## src/rtl/rx_pkg.sv

```systemverilog
// Shared definitions for the receive symbol slicer.
//   - default sample width, oversampling ratio and search window
//   - FSM state encoding for the phase search
//   - accumulator width helper
package rx_pkg;

   localparam int NB_SAMPLE_DEF = 8;
   localparam int OS_DEF        = 4;
   localparam int WINDOW_DEF    = 1024;

   localparam logic [1:0] ST_IDLE   = 2'd0;
   localparam logic [1:0] ST_SEARCH = 2'd1;
   localparam logic [1:0] ST_DECIDE = 2'd2;
   localparam logic [1:0] ST_LOCKED = 2'd3;

   // A window of full-scale samples (energy 2^nb_sample each) sums to
   // 2^(nb_sample + clog2(window)), which needs one bit more than that.
   function automatic int acc_width(input int nb_sample, input int window);
      return nb_sample + 1 + $clog2(window);
   endfunction

endpackage

```

## src/rtl/rx_symbol_slicer_if.sv

```systemverilog
// Sample-in / bit-out bundle of the symbol slicer.
//   master: sample source and bit consumer (drives i_en_rx, i_sample_I/Q)
//   slave : the slicer (drives o_rx_bit_I/Q, o_en_rate1)
interface rx_symbol_slicer_if
   import rx_pkg::*;
#(
   parameter int NB_SAMPLE = NB_SAMPLE_DEF
);
   logic                        i_en_rx;
   logic signed [NB_SAMPLE-1:0] i_sample_I;
   logic signed [NB_SAMPLE-1:0] i_sample_Q;
   logic                        o_rx_bit_I;
   logic                        o_rx_bit_Q;
   logic                        o_en_rate1;

   modport master (
      output i_en_rx, i_sample_I, i_sample_Q,
      input  o_rx_bit_I, o_rx_bit_Q, o_en_rate1
   );

   modport slave (
      input  i_en_rx, i_sample_I, i_sample_Q,
      output o_rx_bit_I, o_rx_bit_Q, o_en_rate1
   );
endinterface

```

## src/rtl/rx_phase_energy.sv

```systemverilog
// Per-phase energy accumulators with argmax.
//   clk, i_reset     : clock, async active-low reset
//   i_clear          : zero all accumulators (wins over i_enable)
//   i_enable         : add i_energy into the accumulator selected by i_phase
//   i_phase          : phase of the current sample
//   i_energy         : |I| + |Q| of the current sample
//   o_best_phase     : index of the largest accumulator, lowest index on ties
module rx_phase_energy
   import rx_pkg::*;
#(
   parameter int NB_E     = 9,
   parameter int OS       = OS_DEF,
   parameter int NB_PHASE = $clog2(OS),
   parameter int NB_ACC   = 19
)(
   input  logic                clk,
   input  logic                i_reset,
   input  logic                i_clear,
   input  logic                i_enable,
   input  logic [NB_PHASE-1:0] i_phase,
   input  logic [NB_E-1:0]     i_energy,
   output logic [NB_PHASE-1:0] o_best_phase
);

   logic [NB_ACC-1:0] acc [OS];
   logic [NB_ACC-1:0] best_val;

   always_ff @(posedge clk or negedge i_reset) begin
      if (!i_reset) begin
         for (int k = 0; k < OS; k++) acc[k] <= '0;
      end else if (i_clear) begin
         for (int k = 0; k < OS; k++) acc[k] <= '0;
      end else if (i_enable) begin
         for (int k = 0; k < OS; k++)
            if (i_phase == NB_PHASE'(k)) acc[k] <= acc[k] + NB_ACC'(i_energy);
      end
   end

   // Strict greater-than keeps the earliest index on ties.
   always_comb begin
      best_val     = acc[0];
      o_best_phase = '0;
      for (int k = 1; k < OS; k++) begin
         if (acc[k] > best_val) begin
            best_val     = acc[k];
            o_best_phase = NB_PHASE'(k);
         end
      end
   end

endmodule

```

## src/rtl/rx_symbol_slicer.sv

```systemverilog
// Symbol timing and hard decision ahead of the BER checker.
// Picks one sampling phase out of OS per symbol, slices it to bits and
// strobes o_en_rate1 for one cycle per bit pair.
//   clk, i_reset : clock, async active-low reset
//   rx           : sample in / bits out (slave modport)
//   i_restart    : pulse, restarts the phase search
//   i_phase_sel  : manual phase (only without RX_PHASE_SEARCH_EN)
//   o_phase      : phase used for slicing
//   o_locked     : a search has completed (always 1 out of reset without search)
// Build option: RX_PHASE_SEARCH_EN enables the max-energy phase search.
//
// state   | meaning
// IDLE    | first cycle out of reset, clears the search
// SEARCH  | accumulating WINDOW*OS enabled samples
// DECIDE  | one cycle, loads argmax into o_phase, sets o_locked
// LOCKED  | holds o_phase until i_restart
module rx_symbol_slicer
   import rx_pkg::*;
#(
   parameter int NB_SAMPLE = NB_SAMPLE_DEF,
   parameter int OS        = OS_DEF,
   parameter int NB_PHASE  = $clog2(OS),
   parameter int WINDOW    = WINDOW_DEF
)(
   input  logic                clk,
   input  logic                i_reset,
   rx_symbol_slicer_if.slave   rx,
   input  logic                i_restart,
   input  logic [NB_PHASE-1:0] i_phase_sel,
   output logic [NB_PHASE-1:0] o_phase,
   output logic                o_locked
);

   localparam logic [NB_PHASE-1:0] PHASE_LAST = NB_PHASE'(OS - 1);

   logic [NB_PHASE-1:0] phase_cnt;
   logic                slice_evt;

   always_ff @(posedge clk or negedge i_reset) begin
      if (!i_reset)
         phase_cnt <= '0;
      else if (rx.i_en_rx)
         phase_cnt <= (phase_cnt == PHASE_LAST) ? '0 : phase_cnt + 1'b1;
   end

   assign slice_evt = rx.i_en_rx && (phase_cnt == o_phase);

   always_ff @(posedge clk or negedge i_reset) begin
      if (!i_reset) begin
         rx.o_rx_bit_I <= 1'b0;
         rx.o_rx_bit_Q <= 1'b0;
         rx.o_en_rate1 <= 1'b0;
      end else begin
         rx.o_en_rate1 <= slice_evt;
         if (slice_evt) begin
            rx.o_rx_bit_I <= rx.i_sample_I[NB_SAMPLE-1];
            rx.o_rx_bit_Q <= rx.i_sample_Q[NB_SAMPLE-1];
         end
      end
   end

`ifdef RX_PHASE_SEARCH_EN
   localparam int NB_ACC = acc_width(NB_SAMPLE, WINDOW);
   localparam int NB_CNT = $clog2(WINDOW * OS);
   localparam logic [NB_CNT-1:0] CNT_LOAD = NB_CNT'(WINDOW * OS - 1);

   logic [1:0]           state;
   logic [NB_CNT-1:0]    smp_cnt;
   logic                 clr;
   logic                 acc_en;
   logic [NB_SAMPLE-1:0] raw_i, raw_q, abs_i, abs_q;
   logic [NB_SAMPLE:0]   energy;
   logic [NB_PHASE-1:0]  best_phase;
   logic                 unused_phase_sel;

   assign unused_phase_sel = ^i_phase_sel;

   // Two's-complement negate of the most negative code yields 2^(N-1),
   // which is exact when read back as unsigned.
   assign raw_i  = rx.i_sample_I;
   assign raw_q  = rx.i_sample_Q;
   assign abs_i  = raw_i[NB_SAMPLE-1] ? (~raw_i + 1'b1) : raw_i;
   assign abs_q  = raw_q[NB_SAMPLE-1] ? (~raw_q + 1'b1) : raw_q;
   assign energy = {1'b0, abs_i} + {1'b0, abs_q};

   assign clr    = (state == ST_IDLE) || i_restart;
   assign acc_en = (state == ST_SEARCH) && rx.i_en_rx;

   rx_phase_energy #(
      .NB_E     (NB_SAMPLE + 1),
      .OS       (OS),
      .NB_PHASE (NB_PHASE),
      .NB_ACC   (NB_ACC)
   ) u_energy (
      .clk          (clk),
      .i_reset      (i_reset),
      .i_clear      (clr),
      .i_enable     (acc_en),
      .i_phase      (phase_cnt),
      .i_energy     (energy),
      .o_best_phase (best_phase)
   );

   // smp_cnt counts enabled samples down to the end of the window, so each
   // phase receives exactly WINDOW samples whatever phase the search started on.
   always_ff @(posedge clk or negedge i_reset) begin
      if (!i_reset) begin
         state    <= ST_IDLE;
         smp_cnt  <= '0;
         o_phase  <= '0;
         o_locked <= 1'b0;
      end else if (clr) begin
         state   <= ST_SEARCH;
         smp_cnt <= CNT_LOAD;
      end else begin
         case (state)
            ST_SEARCH: begin
               if (rx.i_en_rx) begin
                  if (smp_cnt == '0) state   <= ST_DECIDE;
                  else               smp_cnt <= smp_cnt - 1'b1;
               end
            end
            ST_DECIDE: begin
               o_phase  <= best_phase;
               o_locked <= 1'b1;
               state    <= ST_LOCKED;
            end
            default: ;
         endcase
      end
   end
`else
   logic unused_inputs;

   assign unused_inputs = ^{i_restart, rx.i_sample_I[NB_SAMPLE-2:0],
                            rx.i_sample_Q[NB_SAMPLE-2:0]};

   always_ff @(posedge clk or negedge i_reset) begin
      if (!i_reset) begin
         o_phase  <= '0;
         o_locked <= 1'b0;
      end else begin
         o_phase  <= i_phase_sel;
         o_locked <= 1'b1;
      end
   end
`endif

endmodule

```

## src/flat_wrapper.sv

```systemverilog
// flat-port wrapper written by rule: the top's interface ports become plain ports
module rx_symbol_slicer_flat import rx_pkg::*;
#(
   parameter int NB_SAMPLE = NB_SAMPLE_DEF,
   parameter int OS        = OS_DEF,
   parameter int NB_PHASE  = $clog2(OS),
   parameter int WINDOW    = WINDOW_DEF
)
  (clk, i_reset, i_restart, i_phase_sel, o_phase, o_locked, rx_i_en_rx, rx_i_sample_I, rx_i_sample_Q, rx_o_rx_bit_I, rx_o_rx_bit_Q, rx_o_en_rate1);
  rx_symbol_slicer_if #(.NB_SAMPLE(NB_SAMPLE)) rx_i ();
  input  logic clk;
  input  logic i_reset;
  input  logic i_restart;
  input  logic [NB_PHASE-1:0] i_phase_sel;
  output logic [NB_PHASE-1:0] o_phase;
  output logic o_locked;
  input wire logic [$bits(rx_i.i_en_rx)-1:0] rx_i_en_rx;
  input wire logic [$bits(rx_i.i_sample_I)-1:0] rx_i_sample_I;
  input wire logic [$bits(rx_i.i_sample_Q)-1:0] rx_i_sample_Q;
  output wire logic [$bits(rx_i.o_rx_bit_I)-1:0] rx_o_rx_bit_I;
  output wire logic [$bits(rx_i.o_rx_bit_Q)-1:0] rx_o_rx_bit_Q;
  output wire logic [$bits(rx_i.o_en_rate1)-1:0] rx_o_en_rate1;
  assign rx_i.i_en_rx = rx_i_en_rx;
  assign rx_i.i_sample_I = rx_i_sample_I;
  assign rx_i.i_sample_Q = rx_i_sample_Q;
  assign rx_o_rx_bit_I = rx_i.o_rx_bit_I;
  assign rx_o_rx_bit_Q = rx_i.o_rx_bit_Q;
  assign rx_o_en_rate1 = rx_i.o_en_rate1;
  rx_symbol_slicer #(.NB_SAMPLE(NB_SAMPLE), .OS(OS), .NB_PHASE(NB_PHASE), .WINDOW(WINDOW)) u_core (.clk(clk), .i_reset(i_reset), .rx(rx_i), .i_restart(i_restart), .i_phase_sel(i_phase_sel), .o_phase(o_phase), .o_locked(o_locked));
endmodule
```

## config.mk

```make
export PLATFORM = sky130hd
export DESIGN_NAME = rx_symbol_slicer_flat
export DESIGN_NICKNAME = d
export VERILOG_FILES = /design/src/rtl/rx_pkg.sv /design/src/rtl/rx_symbol_slicer_if.sv /design/src/rtl/rx_phase_energy.sv /design/src/rtl/rx_symbol_slicer.sv /design/src/flat_wrapper.sv
export SDC_FILE = /design/constraint.sdc
export NUM_CORES = 1
export LEC_CHECK = 0
export ABC_CLOCK_PERIOD_IN_PS = 2000
export CAP_MARGIN = 30
export CORE_AREA = 2 2 39 41
export DETAILED_ROUTE_END_ITERATION = 6
export DIE_AREA = 0 0 41 43
export HOLD_SLACK_MARGIN = 0.1
export PLACE_DENSITY = 0.72
export SKIP_LAST_GASP = 1
export SLEW_MARGIN = 15
export SYNTH_ARGS = -nofsm -noshare
export SYNTH_HDL_FRONTEND = slang
export SYNTH_SLANG_ARGS = --single-unit
```

## constraint.sdc

```tcl
create_clock -name clk -period 2 [get_ports clk]
set_clock_uncertainty 0.2 [all_clocks]
set_input_delay 0.3 -clock clk [delete_from_list [all_inputs] [get_ports clk]]
set_output_delay 0.3 -clock clk [all_outputs]
set_load 0.05 [all_outputs]
```

==> out/qor.csv <==
metric,value,unit
Initial Util,0.212,
core footprint,0.00138,mm^2
die area,0.00176,mm^2
Final Util,0.325,
Synth area leader,dfrtp_1,
max-capacitance violation count,0,
Final WS setup,0.104,ns
CP max stage delay,0.80,ns
CP bufs+invs,1,
main combinational cell family by area after synthesis,multiplexers,
Non-Filler Instances,50,
drc violations,0,
multiplexer share of the synthesized area,0.150,
XOR/XNOR Fraction of Synth Area,0.0598,
Max transition margin,0.668,
Max Clk Rate,527,MHz
Skew-Pair Late Insertion Delay,0.25,ns
area delta synth->final,53.8,%
internal power,0.000385,W
Worst Path Required,1.50,ns
Compound-Gate Fraction of Synth Area,0,
wire per inst,10.0,um
Port Buf Inserts,12,
status,"complete, no violations",
Flop pwr share,0.389,
final instance area,450,um^2
CTS tree,done,
Post-Syn Area,293,um^2
Die H,43,um
grt met1 use,0.103,
Combinational Power Share,0.414,
reg2reg start,u_core.phase_cnt[0],
adder-cell share of the synthesized area,0.0427,
share of cells above drive strength 1,0.235,
yosys warns,0,
Worst Setup SP,u_core.rx.o_rx_bit_I,
min Tclk post-route,1.90,ns
TNS Setup,0,ns
dpl cell area,428,um^2
post-route ant nets,0,
Placed Cells,47,
Max Transition Viols Final,0,
syn_nets,42,
IO Count,28,
Hold Fails Final Rpt,0,
VDD IR max,0.686,mV
Netlist cell types,9,
worst-path fanout max,2,
CTS Hold Buffers Added,0,
grt peak-use layer,met2,
clock slew at reported path FFs,0.05,ns
total grt overflow,0,
CTS Buffer Depth,2,
GR Layer Usage met2,0.103,
RSZ-0062 raised after global routing,no,
# nets final,59,
power share of the clock group,0.197,
clock buffer count from CTS,3,
sequential fraction of the synthesis area,0.684,
CP top delay family,buffers and inverters,
share of the synthesized area in the top cell type,0.684,
switching power,0.000226,W
post-CTS setup buffer count,0,
Placer Congestion,0.640,
Clock Root Buffer,clkbuf_4,
Synth Area per Inst,15.4,um^2
"Slowest-stage cell, CP",clkdlybuf4s50_1,
# fillers,134,
Slew @ Worst Pin,0.496,ns
Post-Route WL,502,um
Resized Gates After CTS,0,
row cnt,14,
worst setup path class,reg2out,
# H-tree levels,1,
Setup crit end kind,output pin,
PD cells,1360,mW/mm^2
Die X,41,um
synth top area cells,"dfrtp_1, mux2_2, xnor2_1",
startpoint types,flip-flop,
simple-gate share of the synthesized area,0.0385,
critical-path cell list,clkdlybuf4s50_1,
Vias/cell,3.94,
Detailed Routing Iterations Pass 1,1,
clock sink count,8,
setup violators final,0,
Yosys reg bits,8,
largest net degree at the start of global routing,9,
first-pass GRT wire length,903,um
DR vias,197,
WP data arrival,1.40,ns
leakage,0.204,nW
Hold WC Path Type,in2async,
Total GRT Usage,0.0832,
initial antenna violation count,0,
Switching Fraction,0.370,
pre-CTS WS,0.355,ns
Syn Inst Count,19,
vias in the first global route,212,
Ant. Diodes,0,
met3 usage,0.0314,
period utilisation layout,0.948,
drt first-iter violations,0,
-- routing by layer --
metal | share of wire | vias to the layer above
li1 | - | 93
met1 | 0.43 | 92
met2 | 0.43 | 10
met3 | 0.12 | 2
met4 | 0.016 | 0
met5 | 0 | -
-- layout by cell type (no fill, tap or decap), types with 2 or more instances in the layout --
cell type         n
clkbuf_4          3
clkdlybuf4s50_1  10
buf_4             2
dfrtp_1           8
mux2_2            3
xnor2_1           2
-- flip-flops by register name (all words and copies together), names as in the netlist --
signal	cells
u_core.rx.o_en_rate1	1
u_core.o_locked	1
u_core.rx.o_rx_bit_I	1
u_core.rx.o_rx_bit_Q	1
u_core.o_phase	2
u_core.phase_cnt	2
-- cells by family (layout without fill, tap and decap cells) --
family,after synthesis,after routing
buf+inv,1,16
flops,8,8
other cells,1,1
fa+ha+maj,1,1
simple gates,2,2
mux,4,4
xor+xnor,2,2
-- power groups by stage --
stage	clock [W]	sequential (W)	combinational, W
CTS	0.000125	0.000239	0.000256
global route	0.000140	0.000244	0.000271
finish	0.000120	0.000238	0.000253
global placement	0	0.000240	0.000252
floorplan	0	0.000338	0.0000711
detailed placement	0	0.000241	0.000255
-- cell usage after synthesis, drive strengths merged --
cell,instances
conb,1
dfrtp,8
ha,1
inv,1
mux2,3
mux2i,1
nand2b,1
nand3,1
xnor2,2
-- final timing paths --
check | end | slack, ns | cells after the start
worst max-delay path | rx_o_rx_bit_I | 0.10 | 1
worst min-delay path | u_core.o_phase[0] | 0.13 | 1
worst max register to register | u_core.rx.o_rx_bit_Q | 0.63 | 3
worst min register to register | u_core.rx.o_rx_bit_Q | 0.31 | 1
max in group asynchronous | u_core.rx.o_rx_bit_Q | 1.21 | 1
min in group clk | u_core.o_phase[0] | 0.29 | 1
-- cell type report --
| cell class | instances | area (um^2) | area share |
|---|---|---|---|
| Inverter | 1 | 3.75 | 0.00833 |
| Clock buffer | 3 | 22.5 | 0.0500 |
| Sequential cell | 8 | 200 | 0.444 |
| Timing Repair Buffer | 12 | 115 | 0.256 |
| Tap cell | 16 | 20.0 | 0.0444 |
| Multi-Input combinational cell | 10 | 88.8 | 0.197 |
-- per-stage QoR --
stage	power (W)	hold slack (ns)
4_1_cts	0.000620	0.136
3_3_place_gp	0.000491	0.299
3_5_place_dp	0.000496	0.299
6_report	0.000611	0.128
5_1_grt	0.000655	0.155
2_1_floorplan	0.000409	-0.196
-- worst reg2reg max path, stage by stage, from the launching register on --
cell	delay, ns
dfrtp_1	0.41
xnor2_1	0.14
nand3_1	0.15
mux2_2	0.35
(Power assumes the default switching activity.)
